`config.mk`:
```
export PLATFORM = sky130hd
export DESIGN_NAME = v3a_fifo_rr_controller
export DESIGN_NICKNAME = d
export VERILOG_FILES = /design/src/rtl/v3a_fifo_rr_controller.sv
export SDC_FILE = /design/constraint.sdc
export NUM_CORES = 1
export LEC_CHECK = 0
export ABC_AREA = 1
export BUFFER_PORTS_ARGS = -buffer_cell sky130_fd_sc_hd__buf_2
export CELL_PAD_IN_SITES_DETAIL_PLACEMENT = 1
export CELL_PAD_IN_SITES_GLOBAL_PLACEMENT = 1
export CORE_AREA = 2 2 96 98
export DETAILED_ROUTE_END_ITERATION = 8
export DIE_AREA = 0 0 98 100
export PLACE_DENSITY = 0.93
export SYNTH_ARGS = -nofsm -noshare
export SYNTH_HDL_FRONTEND = slang
export SYNTH_SLANG_ARGS = --single-unit
```
`constraint.sdc`:
```
create_clock -name clk -period 2.9 [get_ports clk]
set_input_delay 0.145 -clock clk [delete_from_list [all_inputs] [get_ports clk]]
set_output_delay 0.145 -clock clk [all_outputs]
set_load 0.02 [all_outputs]
```
`src/rtl/v3a_fifo_rr_controller.sv`:
```
// Round-robin write-port arbiter and occupancy tracker for a v3a_SyncFifo.
// The FIFO itself has no full/empty logic; this block is the only thing that
// keeps it from overflowing or underflowing. Grant is combinational off the
// current round-robin start index, and count tracks the FIFO occupancy.

module v3a_fifo_rr_controller #(
  parameter int unsigned p_num_reqs    = 4,
  parameter int unsigned p_num_entries = 8,
  parameter int unsigned p_bit_width   = 32,
  localparam int unsigned CW = $clog2(p_num_entries) + 1,
  localparam int unsigned GW = (p_num_reqs > 1) ? $clog2(p_num_reqs) : 1
) (
  input  logic                              clk,
  input  logic                              reset,
  input  logic [p_num_reqs*p_bit_width-1:0] req_msg,
  input  logic [p_num_reqs-1:0]             req_val,
  output logic [p_num_reqs-1:0]             req_rdy,
  output logic                              fifo_write_en,
  output logic [p_bit_width-1:0]            fifo_write_msg,
  output logic                              fifo_read_adv,
  output logic                              deq_val,
  input  logic                              deq_rdy,
  output logic [CW-1:0]                     count,
  output logic                              full,
  output logic                              empty,
  output logic [GW-1:0]                     grant_id
);

  localparam logic [CW-1:0] MaxCount = CW'(p_num_entries);
  localparam logic [GW-1:0] LastReq  = GW'(p_num_reqs - 1);

  logic [CW-1:0]          count_q, count_d;
  logic [GW-1:0]          prio_q, prio_d;
  logic [GW-1:0]          winner;
  logic                   found;
  int unsigned            cand;
  logic                   space;
  logic                   enq;
  logic                   deq;
  logic [p_bit_width-1:0] winner_msg;

  // Rotating-priority scan: first valid requester at or after prio_q wins.
  always_comb begin
    winner = '0;
    found  = 1'b0;
    cand   = 0;
    for (int unsigned k = 0; k < p_num_reqs; k++) begin
      cand = 32'(prio_q) + k;
      if (cand >= p_num_reqs) begin
        cand = cand - p_num_reqs;
      end
      for (int unsigned i = 0; i < p_num_reqs; i++) begin
        if (!found && (cand == i) && req_val[i]) begin
          found  = 1'b1;
          winner = GW'(i);
        end
      end
    end
  end

  // Mux the winner's message slice with constant part-selects only.
  always_comb begin
    winner_msg = '0;
    for (int unsigned i = 0; i < p_num_reqs; i++) begin
      if (winner == GW'(i)) begin
        winner_msg = req_msg[i*p_bit_width +: p_bit_width];
      end
    end
  end

  // Handshake decode. Everything is forced quiet while reset is held low, so
  // the producers and the FIFO see no activity even though reset is async.
  always_comb begin
    space = (count_q < MaxCount);
    // Enqueue never looks at deq_rdy: a full FIFO blocks even if it pops now.
    enq   = reset && space && found;
    deq   = reset && (count_q != '0) && deq_rdy;

    req_rdy = '0;
    for (int unsigned i = 0; i < p_num_reqs; i++) begin
      req_rdy[i] = enq && (winner == GW'(i));
    end

    fifo_write_en  = enq;
    fifo_write_msg = enq ? winner_msg : '0;
    fifo_read_adv  = deq;
    deq_val        = reset && (count_q != '0);
    grant_id       = enq ? winner : '0;

    count = count_q;
    full  = (count_q == MaxCount);
    empty = (count_q == '0);
  end

  // Next-state: occupancy and round-robin pointer.
  always_comb begin
    count_d = count_q + CW'(enq) - CW'(deq);
    prio_d  = prio_q;
    if (enq) begin
      prio_d = (winner == LastReq) ? '0 : winner + GW'(1);
    end
  end

  // State registers; async clear keeps count aligned with the FIFO pointers.
  always_ff @(posedge clk or negedge reset) begin
    if (!reset) begin
      count_q <= '0;
      prio_q  <= '0;
    end else begin
      count_q <= count_d;
      prio_q  <= prio_d;
    end
  end

endmodule

```
==> results of run 1 <==
-- through the flow --
step           instances  setup slack, ns
2_1_floorplan        341         0.004434
3_3_place_gp         617          0.05462
3_5_place_dp         617          -0.1697
4_1_cts              634          -0.2621
5_1_grt              648          -0.4242
6_report             648          -0.2869
-- Yosys cell counts --
cell type   n
inv_2       3
nand3_2     3
dfrtp_1     6
nand4_1     5
nor3b_1     3
nand4_2     1
clkbuf_1   23
a21oi_1    66
o211ai_1   33
o21ai_0     3
nand2_4     1
nor2_1     21
buf_6       1
buf_1       2
nand3_1    39
nor2_2      3
xnor2_1     2
buf_4       4
inv_1      28
nor3_2      1
fa_1        1
nand2_1    82
ha_1       10
-- final cells by class --
cell class / instances / area [um^2]
Sequential cell: 6 / 152.6
Timing Repair Buffer: 223 / 1692
Clock buffer: 3 / 41.29
Fill cell: 1144 / 4818
Multi-Input combinational cell: 274 / 1926
Inverter: 31 / 121.4
Tap cell: 111 / 138.9
-- cells by family after synthesis --
family          synth area share, %
compound gates                31.62
xor+xnor                     0.9341
fa+ha+maj                     7.739
buf+inv                       13.41
flops                         8.005
simple gates                  38.29
-- what timing repair did --
action / in CTS / in global routing
setup buffers: 9 / 7
endpoints found under the hold margin: 6 / 0
gates resized for setup: 80 / 83
hold buffers: 1 / 0
pin swaps: 56 / 33
endpoints found under the setup margin: 35 / 36
cloned: 4 / 7
-- routing by layer --
layer	track usage, %	routed length, um	vias up
met5	0	0	-
met3	3.134	605	27
met1	24.44	4809	1632
met2	40.25	6541	138
met4	6.410	299	0
li1	-	-	1561
-- power groups by stage --
stage / Combinational (uW) / Clock, uW / Sequential, uW
5_1_grt: 6770 / 141 / 211
3_5_place_dp: 4040 / 0 / 197
6_report: 6320 / 134 / 204
3_3_place_gp: 3880 / 0 / 189
2_1_floorplan: 2730 / 0 / 209
4_1_cts: 5010 / 137 / 199
-- flip-flops by register name (all words and copies together), names as in the netlist --
name    flops
prio_q      2
count       4
-- final timing paths --
kind | startpoint | to | slack, ns | cells past startpoint
worst max-delay path | prio_q[0] | fifo_write_msg[17] | -0.29 | 17
worst min-delay path | reset | count[0] | 0.30 | 2
worst max register to register | prio_q[1] | count[1] | 0.37 | 18
worst min register to register | count[3] | count[3] | 0.72 | 3
max in group asynchronous | reset | prio_q[0] | 2.43 | 2
min in group clk | req_val[1] | prio_q[1] | 0.41 | 5
-- critical path, cell delays in order, from the launching register on --
cell	delay, ns
dfrtp_2	0.46
buf_4	0.16
nand3_2	0.10
nand4_1	0.15
nor2_2	0.13
nand4_1	0.13
nor3_2	0.21
nand2_1	0.10
a21oi_2	0.17
nor2_4	0.07
ha_4	0.18
inv_4	0.07
bufbuf_16	0.27
nand3_1	0.08
nand2_1	0.07
o211ai_1	0.11
a21oi_2	0.22
buf_6	0.15
==> results.ini, run 1 <==
[status]
status = finished, violations left
violations = setup timing

[pwr]
power_density_nw_per_um2 = 1634
p_int_uw = 3104
switching_share_pct = 53.34
clockPowerShare_pct = 2.0
peakVddDrop_mv = 0.7714
leakage_uw = 0.001960
switchingPower_uw = 3549
pwr-share-comb_pct = 94.9
power.share.sequential_pct = 3.1
totalPowerFinal_uw = 6653

[sta]
min_period_ns = 3.187
rsz0062_at_grt = yes
drv_slew = 0
finalHoldViolCount = 0
relSlewSlack_pct = 67.33
fin_ws_ns = -0.2869
setup_tns_ns = -5.787
post-route-period-util_pct = 109.9
finalSetupViolCount = 32
holdWs_ns = 0.2962
fin_worst_skew_ns = 0.0003791
worst_pin_slew_ns = 0.4890
fmax_ghz = 0.3138

[cts]
cts.reportedPaths.clkPinSlew_ns = 0.04
root_buffer = clkbuf_8
cts_tree = yes
clk_latency_ns = 0.23
cts_sinks = 6
h-tree-depth = 1
clock_path_buffers = 2
cts_buffers = 3

[synth]
synthTopCellsByArea = a21oi_1 18%, nand2_1 16%, o211ai_1 13%
synth_seq_cells = 6
syn_area_per_cell_um2 = 5.500
yosysWarnings = 0
synth_nets = 487
synthDistinctLibCells = 23
netlist_area_um2 = 1876
synth_top_area_share_pct = 17.61
netlist_instances = 341
ys_seq_area_share_pct = 8.005
synth_top_area_cell = a21oi_1

[min_path]
hold_class = in -> async

[worst_setup_path]
cp.required_ns = 2.76
start_kind = flip-flop
crit_fanout = 7
critPathKind = reg -> out
setup.worst_path.end_class = output port
worstPathArrival_ns = 3.04

[layout]
utilization_pct = 45.80
nets = 685
diodes = 0
drive_above_1_share_pct = 62.38
area_delta_synth_final_pct = 117.1
stdcell_area_um2 = 4071
final_cell_mix = 145 x buf_2, 71 x nand2_1, 46 x a21oi_2
final_common_cell = buf_2

[placement]
dpl_cell_area_um2 = 3023
place_congestion = 0.8324
portBuffers = 181
dp_hpwl_um = 7764

[global_routing]
grt_pass1_wl_um = 16920
grt_pass1_vias = 3444
grt_start_max_net_pins = 34
grt_use_total_pct = 21.19
grt-ovfl-total = 0
antenna_found_initial = 0

[routing]
drt_iter0_markers = 76
wl_per_cell_um = 18.91
vias = 3358
dr.pass1.iters = 4
route.detailed.drc = 0
ant_nets = 0
post_drt_via_cell_ratio = 5.182
drt-total-wl_um = 12260

[floorplanning]
core_area_um2 = 8890
start_util_pct = 21.10
die_x_um = 98
ios = 182
dieHeight_um = 100
rows = 35
die_area_um2 = 9800

[run]
drv_cap = 0

Note: power is estimated with default switching activity, not from simulation.
==> inputs of run 2 (changes only) <==
--- a/config.mk
+++ b/config.mk
@@ -9,10 +9,11 @@
 export BUFFER_PORTS_ARGS = -buffer_cell sky130_fd_sc_hd__buf_2
 export CELL_PAD_IN_SITES_DETAIL_PLACEMENT = 1
 export CELL_PAD_IN_SITES_GLOBAL_PLACEMENT = 1
-export CORE_AREA = 2 2 96 98
+export CORE_AREA = 8 8 102 104
 export DETAILED_ROUTE_END_ITERATION = 8
-export DIE_AREA = 0 0 98 100
+export DIE_AREA = 0 0 110 112
 export PLACE_DENSITY = 0.93
+export SKIP_LAST_GASP = 1
 export SYNTH_ARGS = -nofsm -noshare
 export SYNTH_HDL_FRONTEND = slang
 export SYNTH_SLANG_ARGS = --single-unit
==> run 2 against run 1 <==
Effect of this change:
- the run still ends with setup timing left
- clock skew grew 0.0028 ns
- via count shrank 2.1%
- total power is 18% lower
- non-clock buffer count decreased by 6
- global-route usage fell by 2.4 points
- clock power decreased by 4%
- first-iteration DRC count grew 41%
- sequential cell count unchanged
- routed wire length decreased by 1.4%
- hold slack got worse by 0.0092 ns
- design area shrank 12%
- core utilization down 5.3 points
==> results.ini, run 2 (synthesized netlist as in run 1, its figures left out) <==
[layout]
multi_input_area_um2 = 1642  ; -15%
area_delta_synth_final_pct = 91.99
largest_register_ffs = 4  ; unchanged
drive_above_1_share_pct = 51.41  ; -11 points
stdcell_count = 642  ; -0.93%
final_cell_mix = 147 x buf_2, 79 x nand2_1, 45 x buf_4
utilization_pct = 40.51  ; -5.3 points
final_common_cell = buf_2
diodes = 0  ; unchanged
fill_cells = 1162  ; +1.6%
final-seq-area_um2 = 152.6  ; unchanged
nets = 679  ; -0.88%

[floorplanning]
rows = 35  ; unchanged
start_util_pct = 21.10  ; unchanged
ios = 182  ; unchanged
dieHeight_um = 112  ; +12%
die_x_um = 110  ; +12%
die_area_um2 = 12320  ; +26%
core_area_um2 = 8890  ; unchanged

[status]
violations = setup timing
status = finished, violations left

[run]
drv_cap = 0  ; unchanged

[pwr]
power_density_nw_per_um2 = 1523  ; -6.8%
leakage_uw = 0.001830  ; -6.6%
peakVddDrop_mv = 0.5149  ; -33%
switching_share_pct = 54.49  ; +1.1 points
power.share.sequential_pct = 3.6  ; +0.5 points
switchingPower_uw = 2989  ; -16%
pwr-share-comb_pct = 94.1  ; -0.8 points
totalPowerFinal_uw = 5486  ; -18%
clockPowerShare_pct = 2.3  ; +0.3 points
p_int_uw = 2497  ; -20%

[sta]
min_period_ns = 3.143  ; -0.04428 ns
fin_worst_skew_ns = 0.003150  ; +0.002771 ns
fin_ws_ns = -0.2426  ; +0.04428 ns
finalHoldViolCount = 0  ; unchanged
relSlewSlack_pct = 73.65  ; +6.3 points
holdWs_ns = 0.2869  ; -0.009208 ns
fmax_ghz = 0.3182  ; +1.4%
worst_pin_slew_ns = 0.3944  ; -0.09467 ns
drv_slew = 0  ; unchanged
finalSetupViolCount = 33  ; +3.1%
setup_tns_ns = -5.412  ; +0.3744 ns
rsz0062_at_grt = yes
post-route-period-util_pct = 108.4  ; -1.5 points

[cts]
root_buffer = clkbuf_8
cts_buffers = 3  ; unchanged
clock_path_buffers = 2  ; unchanged
clk_latency_ns = 0.22  ; about the same
cts.reportedPaths.clkPinSlew_ns = 0.04  ; about the same
cts_tree = yes
cts_sinks = 6  ; unchanged
h-tree-depth = 1  ; unchanged

[global_routing]
grt_pass1_wl_um = 18570  ; +9.7%
grt_pass1_vias = 3782  ; +9.8%
grt_use_total_pct = 18.75  ; -2.4 points
grt_start_max_net_pins = 33  ; -2.9%
grt-ovfl-total = 0  ; unchanged
antenna_found_initial = 2  ; +2

[min_path]
hold_class = in -> async

[worst_setup_path]
cp_num_buf_inv = 8  ; +4
reg2reg_slack_ns = 0.33  ; -0.04 ns
worstPathArrival_ns = 3.00  ; -0.04 ns
critPathKind = reg -> out
slowest_stage = dfrtp_2
crit_top_cell = buf_4
setup.worst_path.end_class = output port
cpPeakStageDelay_ns = 0.42  ; -0.04 ns
worstPathCellList = inv_2 -> nand2_2 -> nand3_2 -> buf_4 -> buf_4 -> nand3_2 -> o21ai_0 -> nor2_1 -> o21ai_0 -> nor2_1 -> inv_1 -> nor2_4 -> inv_4 -> ha_4 -> inv_2 -> bufbuf_16 -> o211ai_1 -> a21oi_1 -> buf_4
crit_fanout = 15  ; +8
crit_family = buffers and inverters
start_kind = flip-flop
cp.required_ns = 2.76  ; about the same

[placement]
dp_hpwl_um = 8993  ; +16%
portBuffers = 181  ; unchanged
dp_cells = 620  ; +0.49%
place_congestion = 0.8345  ; +0.25%

[routing]
drt-total-wl_um = 12090  ; -1.4%
ant_nets = 0  ; unchanged
vias = 3287  ; -2.1%
dr.pass1.iters = 4  ; unchanged
met2_length_um = 6254  ; -4.4%
wl_per_cell_um = 18.83  ; -0.44%
drt_iter0_markers = 107  ; +41%
highest_layer = met5
route.detailed.drc = 0  ; unchanged
route.met3.wl_um = 969  ; +60%
m1WireLength_um = 4445  ; -7.6%
post_drt_via_cell_ratio = 5.120  ; -1.2%

[run 2: metrics by stage]
stage                     instance area [um^2]  setup WS [ns]
after floorplan                           1958       0.004434
after global placement                    3070        0.06270
after detailed placement                  3070       -0.09903
after CTS                                 3495        -0.1577
after global routing                      3601        -0.4728
final                                     3601        -0.2426
[run 2: layer usage]
layer  vias up  track usage, %
met3        38           6.008
met5         -               0
met2       138           33.91
li1       1550               -
met1      1557           19.31
met4         4           6.757
[run 2: power groups by stage]
stage	combinational, uW	sequential [uW]	clock, uW
floorplan	2730	209	0
global placement	4000	190	0
detailed placement	4150	194	0
CTS	4990	196	130
global route	5610	207	135
finish	5160	198	128
[run 2: cell type report]
| cell class | count | area share [%] |
|---|---|---|
| sequential | 6 | 4.239 |
| timing repair buffer | 217 | 41.52 |
| multi-input combinational | 274 | 45.59 |
| tap | 111 | 3.857 |
| clock buffer | 3 | 1.147 |
| inverter | 31 | 3.648 |
[run 2: path summary, 6_finish.rpt]
path | depth (start not counted) | endpoint | startpoint
max | 19 | fifo_write_msg[19] | prio_q[1]
min | 2 | count[0] | reset
max reg2reg | 18 | count[1] | prio_q[1]
min reg2reg | 3 | prio_q[1] | prio_q[1]
max in group asynchronous | 2 | prio_q[1] | reset
min in group clk | 5 | prio_q[1] | req_val[1]
[run 2: timing repair]
item                                   in CTS  in global routing
endpoints found under the hold margin       6                  0
pin swaps                                  24                 14
cloned                                      4                  1
setup endpoints to repair                  33                 36
buffers inserted                           10                  3
gates resized for setup                    66                 21
hold buffers                                1                  0
